File: config.mk
export PLATFORM = sky130hd
export DESIGN_NAME = mips_bus_master
export DESIGN_NICKNAME = d
export VERILOG_FILES = /design/src/rtl/mips_bus_master.sv
export SDC_FILE = /design/constraint.sdc
export NUM_CORES = 1
export LEC_CHECK = 0
export ABC_CLOCK_PERIOD_IN_PS = 3400
export BUFFER_PORTS_ARGS = -buffer_cell sky130_fd_sc_hd__buf_2
export CORE_MARGIN = 5
export CORE_UTILIZATION = 49
export DETAILED_ROUTE_END_ITERATION = 16
export GPL_ROUTABILITY_DRIVEN = 0
export GPL_TIMING_DRIVEN = 0
export PLACE_DENSITY = 0.81
export SYNTH_ARGS = -nofsm -noshare
export SYNTH_HDL_FRONTEND = slang
export SYNTH_SLANG_ARGS = --single-unit
File: constraint.sdc
create_clock -name clk -period 3.4 [get_ports clk]
set_clock_uncertainty 0.05 [all_clocks]
set_input_delay 0.17 -clock clk [delete_from_list [all_inputs] [get_ports clk]]
set_output_delay 0.17 -clock clk [all_outputs]
set_load 0.005 [all_outputs]
File: src/rtl/mips_bus_master.sv
`default_nettype none
// ============================================================================
// Module   : mips_bus_master
// Purpose  : Avalon-MM bus master for the multi-cycle MIPS core. Takes one
//            load/store at a time, drives an aligned address, byteenable and
//            lane-shifted writedata, waits out waitrequest stalls and returns
//            zero/sign-extended load data with a one-cycle response pulse.
//            Misaligned accesses and illegal sizes complete with rsp_err and
//            never touch the bus.
// Options  : define MIPS_BUS_TIMEOUT_EN to abort a bus cycle that stays
//            stalled for TIMEOUT_CYCLES edges (completes with rsp_err).
// Revision : 1.0 - initial release
// ============================================================================
module mips_bus_master #(
  parameter int ADDR_W         = 32,
  parameter int DATA_W         = 32,
  parameter int TIMEOUT_CYCLES = 255
) (
  input  logic                clk,
  input  logic                reset,
  // core request / response
  input  logic                req_valid,
  output logic                req_ready,
  input  logic                req_write,
  input  logic [1:0]          req_size,
  input  logic                req_signed,
  input  logic [ADDR_W-1:0]   req_addr,
  input  logic [DATA_W-1:0]   req_wdata,
  output logic                rsp_valid,
  output logic [DATA_W-1:0]   rsp_rdata,
  output logic                rsp_err,
  output logic                busy,
  // Avalon-MM master
  output logic [ADDR_W-1:0]   address,
  output logic                read,
  output logic                write,
  input  logic                waitrequest,
  output logic [DATA_W-1:0]   writedata,
  output logic [DATA_W/8-1:0] byteenable,
  input  logic [DATA_W-1:0]   readdata
);

  localparam int BE_W  = DATA_W / 8;
  localparam int OFF_W = $clog2(BE_W);

  localparam logic [1:0] S_IDLE = 2'd0;
  localparam logic [1:0] S_BUS  = 2'd1;
  localparam logic [1:0] S_RESP = 2'd2;

  // Lanes covered by an access of 2**size bytes starting at lane 0.
  function automatic logic [BE_W-1:0] size_lanes(input logic [1:0] size);
    logic [BE_W-1:0] l;
    for (int i = 0; i < BE_W; i++) l[i] = (i < (1 << size));
    return l;
  endfunction

  // Expand a per-lane flag vector into a per-bit mask.
  function automatic logic [DATA_W-1:0] lanes_to_bits(input logic [BE_W-1:0] l);
    logic [DATA_W-1:0] m;
    for (int i = 0; i < BE_W; i++) m[8*i +: 8] = {8{l[i]}};
    return m;
  endfunction

  logic [1:0]        state;
  logic              write_q;
  logic [1:0]        size_q;
  logic              signed_q;
  logic [OFF_W-1:0]  off_q;

  logic [OFF_W-1:0]  req_off;
  logic [BE_W-1:0]   req_lanes;
  logic              req_bad;
  logic [BE_W-1:0]   req_be;
  logic [DATA_W-1:0] req_wdata_sh;
  logic [DATA_W-1:0] rd_sh;
  logic [DATA_W-1:0] rd_mask;
  logic              rd_sign;
  logic [DATA_W-1:0] rd_ext;
  logic              timeout_hit;

  assign req_ready = (state == S_IDLE);
  assign busy      = (state != S_IDLE);
  assign rsp_valid = (state == S_RESP);

  // Decode the incoming request: legality check, lane enables, shifted data.
  always_comb begin
    req_off   = req_addr[OFF_W-1:0];
    req_lanes = size_lanes(req_size);
    req_bad   = 1'b0;
    case (req_size)
      2'd1:    req_bad = req_addr[0];
      2'd2:    req_bad = |req_addr[1:0];
      2'd3:    req_bad = (|req_addr[2:0]) || (DATA_W != 64);
      default: req_bad = 1'b0;
    endcase
    req_be       = req_lanes << req_off;
    // Bytes above the access size are dropped so unused lanes stay zero.
    req_wdata_sh = (req_wdata & lanes_to_bits(req_lanes)) << {req_off, 3'b000};
  end

  // Align returned data to bit 0, truncate to the access size and extend.
  always_comb begin
    rd_sh   = readdata >> {off_q, 3'b000};
    rd_mask = lanes_to_bits(size_lanes(size_q));
    case (size_q)
      2'd0:    rd_sign = rd_sh[7];
      2'd1:    rd_sign = rd_sh[15];
      2'd2:    rd_sign = rd_sh[31];
      default: rd_sign = rd_sh[DATA_W-1];
    endcase
    rd_ext = (rd_sh & rd_mask) | ((signed_q && rd_sign) ? ~rd_mask : '0);
  end

`ifdef MIPS_BUS_TIMEOUT_EN
  localparam int TO_W = $clog2(TIMEOUT_CYCLES + 1);
  logic [TO_W-1:0] stall_cnt;

  // Count stalled edges of the current bus cycle; zero whenever not in BUS.
  always_ff @(posedge clk or posedge reset) begin
    if (reset)                         stall_cnt <= '0;
    else if (state != S_BUS)           stall_cnt <= '0;
    else if (waitrequest)              stall_cnt <= stall_cnt + TO_W'(1);
  end

  // The edge that would bring the count to the limit ends the cycle.
  assign timeout_hit = (state == S_BUS) && waitrequest &&
                       (stall_cnt == TO_W'(TIMEOUT_CYCLES - 1));
`else
  assign timeout_hit = 1'b0;
`endif

  // Main control FSM with registered bus outputs and response fields.
  always_ff @(posedge clk or posedge reset) begin
    if (reset) begin
      state      <= S_IDLE;
      write_q    <= 1'b0;
      size_q     <= 2'd0;
      signed_q   <= 1'b0;
      off_q      <= '0;
      address    <= '0;
      read       <= 1'b0;
      write      <= 1'b0;
      writedata  <= '0;
      byteenable <= '0;
      rsp_rdata  <= '0;
      rsp_err    <= 1'b0;
    end else begin
      case (state)
        S_IDLE: begin
          if (req_valid) begin
            write_q   <= req_write;
            size_q    <= req_size;
            signed_q  <= req_signed;
            off_q     <= req_off;
            rsp_rdata <= '0;
            if (req_bad) begin
              rsp_err <= 1'b1;
              state   <= S_RESP;
            end else begin
              rsp_err    <= 1'b0;
              address    <= {req_addr[ADDR_W-1:OFF_W], {OFF_W{1'b0}}};
              byteenable <= req_be;
              writedata  <= req_write ? req_wdata_sh : '0;
              read       <= ~req_write;
              write      <= req_write;
              state      <= S_BUS;
            end
          end
        end
        S_BUS: begin
          if (timeout_hit) begin
            read      <= 1'b0;
            write     <= 1'b0;
            rsp_err   <= 1'b1;
            rsp_rdata <= '0;
            state     <= S_RESP;
          end else if (!waitrequest) begin
            read      <= 1'b0;
            write     <= 1'b0;
            rsp_rdata <= write_q ? '0 : rd_ext;
            state     <= S_RESP;
          end
        end
        S_RESP:  state <= S_IDLE;
        default: state <= S_IDLE;
      endcase
    end
  end

endmodule
`default_nettype wire

==> results of run 1 <==
-- worst register-to-register path, cell delays in order, from the launching register on --
cell and delay [ns]:
dfrtp_1 0.48, nor3b_1 0.48, buf_2 0.31, nand4_1 0.40, o2bb2ai_1 0.30
-- synthesized netlist by cell type (all sizes together), types with 3 or more instances --
cell,count,share of area
a21oi,3,0.0029
a221o,17,0.033
a22o,32,0.055
a22oi,18,0.026
and2,7,0.0085
buf,21,0.022
clkbuf,16,0.012
dfrtp,109,0.53
inv,5,0.0037
mux2,39,0.085
mux2i,25,0.049
nand2,39,0.030
nand2b,3,0.0037
nand3,9,0.0088
nor2,11,0.0080
nor2b,12,0.015
o21ai,20,0.020
o22ai,8,0.0097
o2bb2ai,16,0.027
-- cell usage in the layout, fill, tap and decap left out, drive strengths merged, types with 7 or more instances in the layout --
cell type      n
buf          228
dfrtp        109
nor2b         12
o2bb2ai       16
nand2         39
a22o          32
and2           7
inv            8
dlygate4sd3   36
nand3          9
nor2          11
mux2i         25
o21ai         20
o22ai          8
mux2          39
a221o         17
clkbuf        26
a22oi         18
-- metal layers --
metal | up-vias | track usage | share of wire
li1 | 2154 | - | -
met5 | - | 0 | 0
met1 | 2308 | 0.3281 | 0.40
met4 | 0 | 0.08814 | 0.026
met2 | 260 | 0.4291 | 0.49
met3 | 39 | 0.05445 | 0.087
-- how the worst max path moves through the flow --
stage,depth (start not counted),end,startpoint
floorplan,1,address[10],reset
global placement,2,rsp_rdata[6],reset
detailed placement,4,writedata[9],state[0]
CTS,4,writedata[11],state[0]
global route,4,writedata[12],state[0]
finish,4,writedata[11],state[0]
-- kinds of logic after synthesis --
| logic type | count (synthesis) | share of synthesized area |
|---|---|---|
| compound gates | 124 | 0.1908 |
| other cells | 1 | 0.0007296 |
| flops | 109 | 0.5307 |
| mux | 64 | 0.1341 |
| buf+inv | 42 | 0.03724 |
| simple gates | 100 | 0.1030 |
| xor+xnor | 2 | 0.003409 |
-- final cells by class --
type,count,area (µm²)
tap,136,170.2
inverter,5,21.27
fill,800,3351
clock inverter,6,53.80
sequential,109,2728
clock buffer,10,137.6
multi-input combinational,292,2225
timing repair buffer,243,1419
buffer,37,172.7
-- metrics by stage --
stage	total power, mW	setup WS, ns	hold WS [ns]
5_1_grt	4.069	1.132	0.005524
3_3_place_gp	2.997	-0.7712	0.3359
6_report	3.846	1.297	0.01166
2_1_floorplan	2.475	0.3061	0.2254
3_5_place_dp	3.053	1.324	0.1881
4_1_cts	3.852	1.294	0.001752
-- power by group through the flow --
| stage | clock network (mW) | registers (mW) | logic (mW) |
|---|---|---|---|
| 2_1_floorplan | 0 | 1.82 | 0.658 |
| 3_3_place_gp | 0 | 1.79 | 1.21 |
| 3_5_place_dp | 0 | 1.80 | 1.25 |
| 4_1_cts | 0.786 | 1.78 | 1.28 |
| 5_1_grt | 0.839 | 1.83 | 1.40 |
| 6_report | 0.775 | 1.79 | 1.28 |
-- registers in the layout, summed over array words and instances (netlist names) --
register    flops
rsp_rdata      32
writedata      32
address        30
byteenable      4
off_q           2
size_q          2
state           2
read            1
rsp_err         1
signed_q        1
write           1
write_q         1
-- what timing repair did --
item	in CTS	in global routing
endpoints found under the hold margin	71	0
hold buffers	36	0
gates resized for setup	0	0
==> results.sh, run 1 <==
export IMPL_design_area_um2=6927
export IMPL_critical_path_arrival_ns=2.34
export IMPL_maxCapViolCount=0
export IMPL_drt_wl_total_um=16260
export IMPL_drt_iter0_drc=343
export IMPL_die_y_um=112.4
export IMPL_crit_fanout=10
export IMPL_syn_to_final_growth_pct=34.76
export IMPL_status="finished, final reports clean"
export IMPL_ios=210
export IMPL_num_rows=37
export IMPL_path_delay_family="simple AND/OR/NAND/NOR gates"
export IMPL_max_slew_margin_rel=0.6072
export IMPL_dp_cells=786
export IMPL_crit_path_start_kind="flop"
export IMPL_slowest_delay_ns=0.48
export IMPL_min_to="rsp_rdata[31]"
export IMPL_critPathCaptureType="flop"
export IMPL_wire_per_inst_um=19.41
export IMPL_die_area_um2=12640
export IMPL_r2r_start="state[0]"
export IMPL_root_buffer="clkbuf_8"
export IMPL_dpl_cell_area_um2=6375
export IMPL_utilization=0.6740
export IMPL_clockBufferDepth=2
export IMPL_swShare=0.3362
export IMPL_drc_errors=0
export IMPL_syn_area_um2=5140
export IMPL_fmax_mhz=475.5
export IMPL_combPwrFrac=0.333
export IMPL_cts_tree="yes"
export IMPL_setup_worst_path_class="reg2reg"
export IMPL_hp_class="in2reg"
export IMPL_leakagePower_nw=3.560
export IMPL_via_count=4761
export IMPL_diodes=0
export IMPL_viasPerCell=5.681
export IMPL_power_switching_mw=1.293
export IMPL_synth_distinct_cells=48
export IMPL_clk_latency_ns=0.37
export IMPL_synth_seq_cells=109
export IMPL_rsz0062_at_grt="false"
export IMPL_final_cells=838
export IMPL_seq_area_frac_synth=0.5307
export IMPL_p_int_mw=2.553
export IMPL_required_ns=3.64
export IMPL_fin_crit_ns=2.103
export IMPL_htreeDepth=3
export IMPL_fin_crit_sh=0.6185
export IMPL_worstPathCellList="nor3b_1, buf_2, nand4_1, o2bb2ai_1"
export IMPL_synth_enable_flop_cells=0
export IMPL_clkTransAtPathRegs_ns=0.11
export IMPL_die_w_um=112.4
export IMPL_hold_viol_final=0
export IMPL_start_util=0.5001
export IMPL_path_buf_inv=1
export IMPL_syn_inst=442
export IMPL_timing_rr_end="writedata[11]"
export IMPL_setup_violations=0
export IMPL_coreArea_um2=10280
export IMPL_first_global_vias=4953
export IMPL_setup_tns_final_ns=0
export IMPL_place_hpwl_um=11780
export IMPL_drive_above_1_share=0.4088
export IMPL_clock_sinks=109
export IMPL_cts_setup_buffers=0
export IMPL_drtAntennaViolNets=0
export IMPL_crit_path_top_delay_cell="dfrtp_1"
export IMPL_numCtsBuffers=9
export IMPL_p_per_area_nw_per_um2=555.3
export IMPL_worstRegToRegCells=4
export IMPL_grtUsageTotal=0.2551
export IMPL_drv_slew=0
export IMPL_final_nets=801
export IMPL_synth_ff_type="dfrtp_1"
export IMPL_async_flop_share=1.000
export IMPL_yosysWarningCount=0
export IMPL_io_buffer_count=206
export IMPL_hp_start="readdata[31]"
export IMPL_antenna_found_initial=0
export IMPL_worstHoldPathCells=2
export IMPL_peakVddDrop_mv=0.3049
export IMPL_worstMarginPinSlew_ns=0.5892
export IMPL_r2r_slack_ns=1.30
export IMPL_grt_pass1_wl_um=25790
export IMPL_clkPwrFrac=0.201
export IMPL_grt_ovfl_total=0
export IMPL_first_pass_iters=5
export IMPL_seqPwrFrac=0.465
export IMPL_grt_max_degree=74
export IMPL_syn_area_per_cell_um2=11.63
(Power assumes the default switching activity.)
==> run 2, diff against run 1 <==
==> config.mk (replaced) <==
export PLATFORM = sky130hd
export DESIGN_NAME = mips_bus_master
export DESIGN_NICKNAME = d
export VERILOG_FILES = /design/src/rtl/mips_bus_master.sv
export SDC_FILE = /design/constraint.sdc
export NUM_CORES = 1
export LEC_CHECK = 0
export ABC_CLOCK_PERIOD_IN_PS = 1900
export BUFFER_PORTS_ARGS = -buffer_cell sky130_fd_sc_hd__buf_2
export CORE_MARGIN = 5
export CORE_UTILIZATION = 44
export DETAILED_ROUTE_END_ITERATION = 16
export GPL_ROUTABILITY_DRIVEN = 0
export GPL_TIMING_DRIVEN = 0
export PLACE_DENSITY = 0.77
export SYNTH_ARGS = -nofsm -noshare
export SYNTH_HDL_FRONTEND = slang
export SYNTH_SLANG_ARGS = --single-unit
==> constraint.sdc (replaced) <==
create_clock -name clk -period 1.9 [get_ports clk]
set_clock_uncertainty 0.05 [all_clocks]
set_input_delay 0.095 -clock clk [delete_from_list [all_inputs] [get_ports clk]]
set_output_delay 0.095 -clock clk [all_outputs]
set_load 0.005 [all_outputs]
==> run 2 against run 1 <==
Flip-flop and latch count is the same. Utilization fell by 3.4 points. Final area up 5.6%. Combinational power rose by 90%. Sequential share of layout area down 2.0 points. Critical path depth grew 2. Total power grew 97%. First-iteration DRC count rose by 11%. Largest power group unchanged.
==> results.sh, run 2 (synthesis results as in run 1) <==
export IMPL_status="finished, final reports clean"
export IMPL_final_cell_mix="217 x buf_2, 107 x dfrtp_1, 49 x dlygate4sd3_1"
export IMPL_maxCapViolCount=0
export IMPL_worstRegToRegCells=6
export IMPL_grt_pass1_wl_um=27410
export IMPL_rsz0062_at_grt="false"
export IMPL_die_y_um=118.1
export IMPL_io_buffer_count=206
export IMPL_fillers=945
export IMPL_first_pass_iters=5
export IMPL_cts_tree="yes"
export IMPL_fin_crit_sh=0.9525
export IMPL_htreeDepth=3
export IMPL_critical_path_arrival_ns=1.98
export IMPL_setup_tns_final_ns=0
export IMPL_die_area_um2=13940
export IMPL_crit_path_top_delay_cell="dfrtp_1"
export IMPL_wire_per_inst_um=19.43
export IMPL_layout_commonest_cell="buf_2"
export IMPL_worstPathCellList="buf_8, mux2i_4, o21ai_1, o2111a_2, buf_4, a221o_1"
export IMPL_grtUsageTotal=0.2425
export IMPL_utilization=0.6404
export IMPL_r2r_start="off_q[1]"
export IMPL_via_count=4868
export IMPL_antenna_found_initial=0
export IMPL_peakVddDrop_mv=0.5478
export IMPL_drc_errors=0
export IMPL_critPathCaptureType="flop"
export IMPL_fmax_mhz=552.6
export IMPL_clock_sinks=109
export IMPL_cp_endpoint="rsp_rdata[29]"
export IMPL_hold_viol_final=0
export IMPL_crit_fanout=10
export IMPL_coreArea_um2=11420
export IMPL_final_cells=866
export IMPL_hp_class="in2reg"
export IMPL_final_nets=822
export IMPL_drt_iter0_drc=382
export IMPL_drive_above_1_share=0.4288
export IMPL_drtAntennaViolNets=0
export IMPL_setup_violations=0
export IMPL_drv_slew=0
export IMPL_p_per_area_nw_per_um2=1038
export IMPL_grt_max_degree=44
export IMPL_first_global_vias=5273
export IMPL_required_ns=2.07
export IMPL_whs_ns=0.02076
export IMPL_dp_cells=794
export IMPL_crit_path_start_kind="flop"
export IMPL_power_mw=7.593
export IMPL_slowest_delay_ns=0.36
export IMPL_clockBufferDepth=2
export IMPL_grt_ovfl_total=0
export IMPL_die_w_um=118.1
export IMPL_drt_wl_total_um=16830
export IMPL_diodes=0
export IMPL_root_buffer="clkbuf_16"
export IMPL_viasPerCell=5.621
export IMPL_syn_to_final_growth_pct=42.26
export IMPL_max_slew_margin_rel=0.6113
export IMPL_timing_rr_end="rsp_rdata[29]"
export IMPL_leakagePower_nw=3.722
export IMPL_setup_worst_path_class="reg2reg"
export IMPL_numCtsBuffers=9
export IMPL_r2r_slack_ns=0.09
export IMPL_fin_crit_ns=1.810
export IMPL_clk_latency_ns=0.34
export IMPL_place_hpwl_um=12500
export IMPL_cp_startpoint="off_q[1]"
export IMPL_num_rows=39
export IMPL_start_util=0.4501
export IMPL_ios=210
export IMPL_clkTransAtPathRegs_ns=0.08
export IMPL_reg_top3="rsp_rdata: 32 flops, writedata: 32 flops, address: 30 flops"
export IMPL_worstMarginPinSlew_ns=0.5819
run 2: cell types whose count changed in the layout (fill, tap and decap cells not counted), moves of 2 or more:
cell	previous run	this run
clkbuf_4	0	2
clkinvlp_4	1	3
buf_2	220	217
clkbuf_8	10	0
o21ai_0	19	15
clkbuf_16	0	9
o21ai_1	0	4
clkbuf_1	15	9
dfrtp_2	0	2
clkbuf_2	1	4
buf_12	0	2
buf_4	4	14
dlygate4sd3_1	36	49
dfrtp_1	109	107
run 2: how the worst min path moves through the flow:
stage | start | to | slack, ns | cells after the start
floorplan | req_signed | signed_q | 0.15 | 2
global placement | req_signed | signed_q | 0.26 | 3
detailed placement | reset | writedata[16] | 0.14 | 2
CTS | req_size[0] | size_q[0] | 0.005 | 3
global route | readdata[31] | rsp_rdata[31] | 0.02 | 2
finish | readdata[31] | rsp_rdata[31] | 0.02 | 2
run 2: where the power goes:
part	total (mW)	internal, mW	switching [mW]
clock	1.94	1.04	0.898
combinational	2.43	1.26	1.18
sequential	3.22	2.87	0.348
total	7.59	5.17	2.42
run 2: cell type report:
type,instances,area (µm²),share of cell area
tap,143,178.9,0.02447
sequential,109,2730,0.3734
inverter,5,22.52,0.003080
timing repair buffer,265,1622,0.2218
multi-input combinational,292,2258,0.3089
buffer,36,195.2,0.02669
clock buffer,9,225.2,0.03080
clock inverter,7,80.08,0.01095
run 2: routing by layer:
metal | routed length (µm) | GRT usage | share of wire
met1 | 6598 | 0.2957 | 0.39
met2 | 8462 | 0.4033 | 0.50
met3 | 1239 | 0.05718 | 0.074
met4 | 530 | 0.1154 | 0.031
met5 | 0 | 0 | 0
run 2: through the flow:
stage,setup slack [ns],area (µm²)
6_report,0.09025,7312
5_1_grt,0.002527,7312
4_1_cts,0.0003089,7247
3_5_place_dp,-0.2428,6397
3_3_place_gp,-0.2165,6357
2_1_floorplan,0.1356,5147
run 2: repair_timing:
action,4_1_cts,5_1_grt
endpoints found under the hold margin,72,0
gates resized for setup,16,13
pin swaps,1,3
hold buffers,49,0
setup buffers,1,7
endpoints found under the setup margin,38,30
run 2: critical path, delay by kind of cell (launching register included):
family | cells | cell delay, ns
DFF | 1 | 0.36
buffers and inverters | 2 | 0.34
muxes | 1 | 0.24
AOI/OAI and AO/OA | 3 | 0.70
==> run 3, diff against run 2 <==
--- a/config.mk
+++ b/config.mk
@@ -7,12 +7,11 @@
 export LEC_CHECK = 0
 export ABC_CLOCK_PERIOD_IN_PS = 1900
 export BUFFER_PORTS_ARGS = -buffer_cell sky130_fd_sc_hd__buf_2
-export CORE_MARGIN = 5
-export CORE_UTILIZATION = 44
+export CORE_UTILIZATION = 25
 export DETAILED_ROUTE_END_ITERATION = 16
 export GPL_ROUTABILITY_DRIVEN = 0
 export GPL_TIMING_DRIVEN = 0
-export PLACE_DENSITY = 0.77
+export PLACE_DENSITY = 0.49
 export SYNTH_ARGS = -nofsm -noshare
 export SYNTH_HDL_FRONTEND = slang
 export SYNTH_SLANG_ARGS = --single-unit
==> run 3 against run 2 <==
Global-route usage is 7.5 points lower. Flip-flop and latch count did not move. Routed wire length grew 2.7%. Sequential share of layout area down 0.84 points. Maximum frequency hardly changed. Critical path type unchanged. Critical endpoint is now rsp_rdata[21]. Largest power group unchanged.
==> results.sh, run 3 (synthesis results as in run 1) <==
export IMPL_die_w_um=145.4
export IMPL_dr_wl_met2_um=7878
export IMPL_whs_ns=0.03901
export IMPL_layout_setup_ws_ns=0.09037
export IMPL_critPathCaptureType="flop"
export IMPL_dpl_cell_area_um2=6556
export IMPL_die_area_um2=21140
export IMPL_maxCapViolCount=0
export IMPL_num_rows=52
export IMPL_start_util=0.2548
export IMPL_hp_class="in2reg"
export IMPL_viasPerCell=4.759
export IMPL_first_global_vias=4884
export IMPL_layout_commonest_cell="buf_2"
export IMPL_die_y_um=145.4
export IMPL_required_ns=2.09
export IMPL_drt_met1_wl_um=7647
export IMPL_fin_crit_sh=0.9524
export IMPL_drv_slew=0
export IMPL_worstRegToRegCells=6
export IMPL_final_cells=991
export IMPL_antenna_found_initial=1
export IMPL_crit_fanout=10
export IMPL_setup_worst_path_class="reg2reg"
export IMPL_drt_wl_total_um=17280
export IMPL_p_per_area_nw_per_um2=1023
export IMPL_design_area_um2=7481
export IMPL_pre_cts_ws_ns=-0.3420
export IMPL_worstPathCellList="buf_8, mux2i_4, o21ai_0, o2111a_2, clkbuf_4, a221o_1"
export IMPL_clock_sinks=109
export IMPL_fillers=2033
export IMPL_clockBufferDepth=2
export IMPL_top_layer="met5"
export IMPL_slowest_delay_ns=0.36
export IMPL_clk_latency_ns=0.35
export IMPL_path_delay_family="compound AO/OA/AOI/OAI gates"
export IMPL_status="finished, final reports clean"
export IMPL_final_cell_mix="218 x buf_2, 107 x dfrtp_1, 51 x dlygate4sd3_1"
export IMPL_r2r_start="off_q[1]"
export IMPL_root_buffer="clkbuf_16"
export IMPL_syn_to_final_growth_pct=45.55
export IMPL_drive_above_1_share=0.4244
export IMPL_hp_start="req_wdata[14]"
export IMPL_crit_path_start_kind="flop"
export IMPL_crit_path_top_delay_cell="dfrtp_1"
export IMPL_first_pass_iters=4
export IMPL_critical_path_arrival_ns=2.00
export IMPL_drc_errors=0
export IMPL_diodes=0
export IMPL_grtUsageTotal=0.1672
export IMPL_utilization=0.3709
export IMPL_dp_cells=921
export IMPL_path_buf_inv=2
export IMPL_final_nets=820
export IMPL_htreeDepth=3
export IMPL_worstMarginPinSlew_ns=0.8375
export IMPL_place_hpwl_um=12810
export IMPL_ios=210
export IMPL_numCtsBuffers=9
export IMPL_reg_top3="rsp_rdata: 32 flops, writedata: 32 flops, address: 30 flops"
export IMPL_wl_met3_um=1345
export IMPL_io_buffer_count=206
export IMPL_r2r_slack_ns=0.09
export IMPL_fin_crit_ns=1.810
export IMPL_setup_tns_final_ns=0
export IMPL_min_to="writedata[22]"
export IMPL_cts_tree="yes"
export IMPL_rsz0062_at_grt="false"
export IMPL_grt_ovfl_total=0
export IMPL_grt_pass1_wl_um=27700
export IMPL_leakagePower_nw=3.729
export IMPL_wire_per_inst_um=17.44
export IMPL_drtAntennaViolNets=0
export IMPL_via_count=4716
export IMPL_worstHoldPathCells=3
export IMPL_coreArea_um2=20170
export IMPL_setup_violations=0
export IMPL_timing_rr_end="rsp_rdata[21]"
export IMPL_max_slew_margin_rel=0.4405
export IMPL_drt_iter0_drc=215
export IMPL_grt_max_degree=43
export IMPL_clkTransAtPathRegs_ns=0.08
export IMPL_fmax_mhz=552.6
export IMPL_power_mw=7.656
export IMPL_hold_viol_final=0
export IMPL_peakVddDrop_mv=0.4720
## run 3: layout make-up
cell class,count,area (µm²),share of cell area
Multi-Input combinational cell,292,2262,0.3024
Buffer,36,193.9,0.02592
Sequential cell,109,2730,0.3649
Tap cell,270,337.8,0.04516
Clock inverter,7,97.59,0.01305
Timing Repair Buffer,263,1612,0.2154
Clock buffer,9,225.2,0.03011
Inverter,5,22.52,0.003011
## run 3: how the worst max path moves through the flow
| stage | slack (ns) | cells past startpoint | from | end |
|---|---|---|---|---|
| 2_1_floorplan | 0.14 | 6 | off_q[1] | rsp_rdata[21] |
| 3_3_place_gp | -0.38 | 2 | reset | address[12] |
| 3_5_place_dp | -0.34 | 5 | state[1] | rsp_rdata[13] |
| 4_1_cts | 0.001 | 6 | off_q[1] | rsp_rdata[21] |
| 5_1_grt | 0.006 | 6 | off_q[0] | rsp_rdata[14] |
| 6_report | 0.09 | 6 | off_q[1] | rsp_rdata[21] |
## run 3: timing repair
item,CTS,global route
hold buffers,51,0
pin swaps,1,2
setup endpoints to repair,53,53
buffers inserted,1,3
gates resized for setup,12,15
endpoints found under the hold margin,83,0
## run 3: worst reg2reg max path: cells and delay by family, from the launching register on
family                 cells  cell delay [ns]
AO/OA/AOI/OAI              3             0.67
multiplexers               1             0.26
buffers and inverters      2             0.36
flip-flops                 1             0.36
## run 3: layer usage
metal | GRT usage | up-vias
li1 | - | 2198
met1 | 0.2148 | 2284
met2 | 0.2668 | 208
met3 | 0.04577 | 24
met4 | 0.06632 | 2
met5 | 0 | -
## run 3: report_power, final
| group | leakage, nW | total [mW] | internal [mW] | switching, mW |
|---|---|---|---|---|
| clock network | 0.159 | 2.06 | 1.07 | 0.991 |
| logic | 2.16 | 2.38 | 1.23 | 1.16 |
| registers | 1.41 | 3.21 | 2.87 | 0.338 |
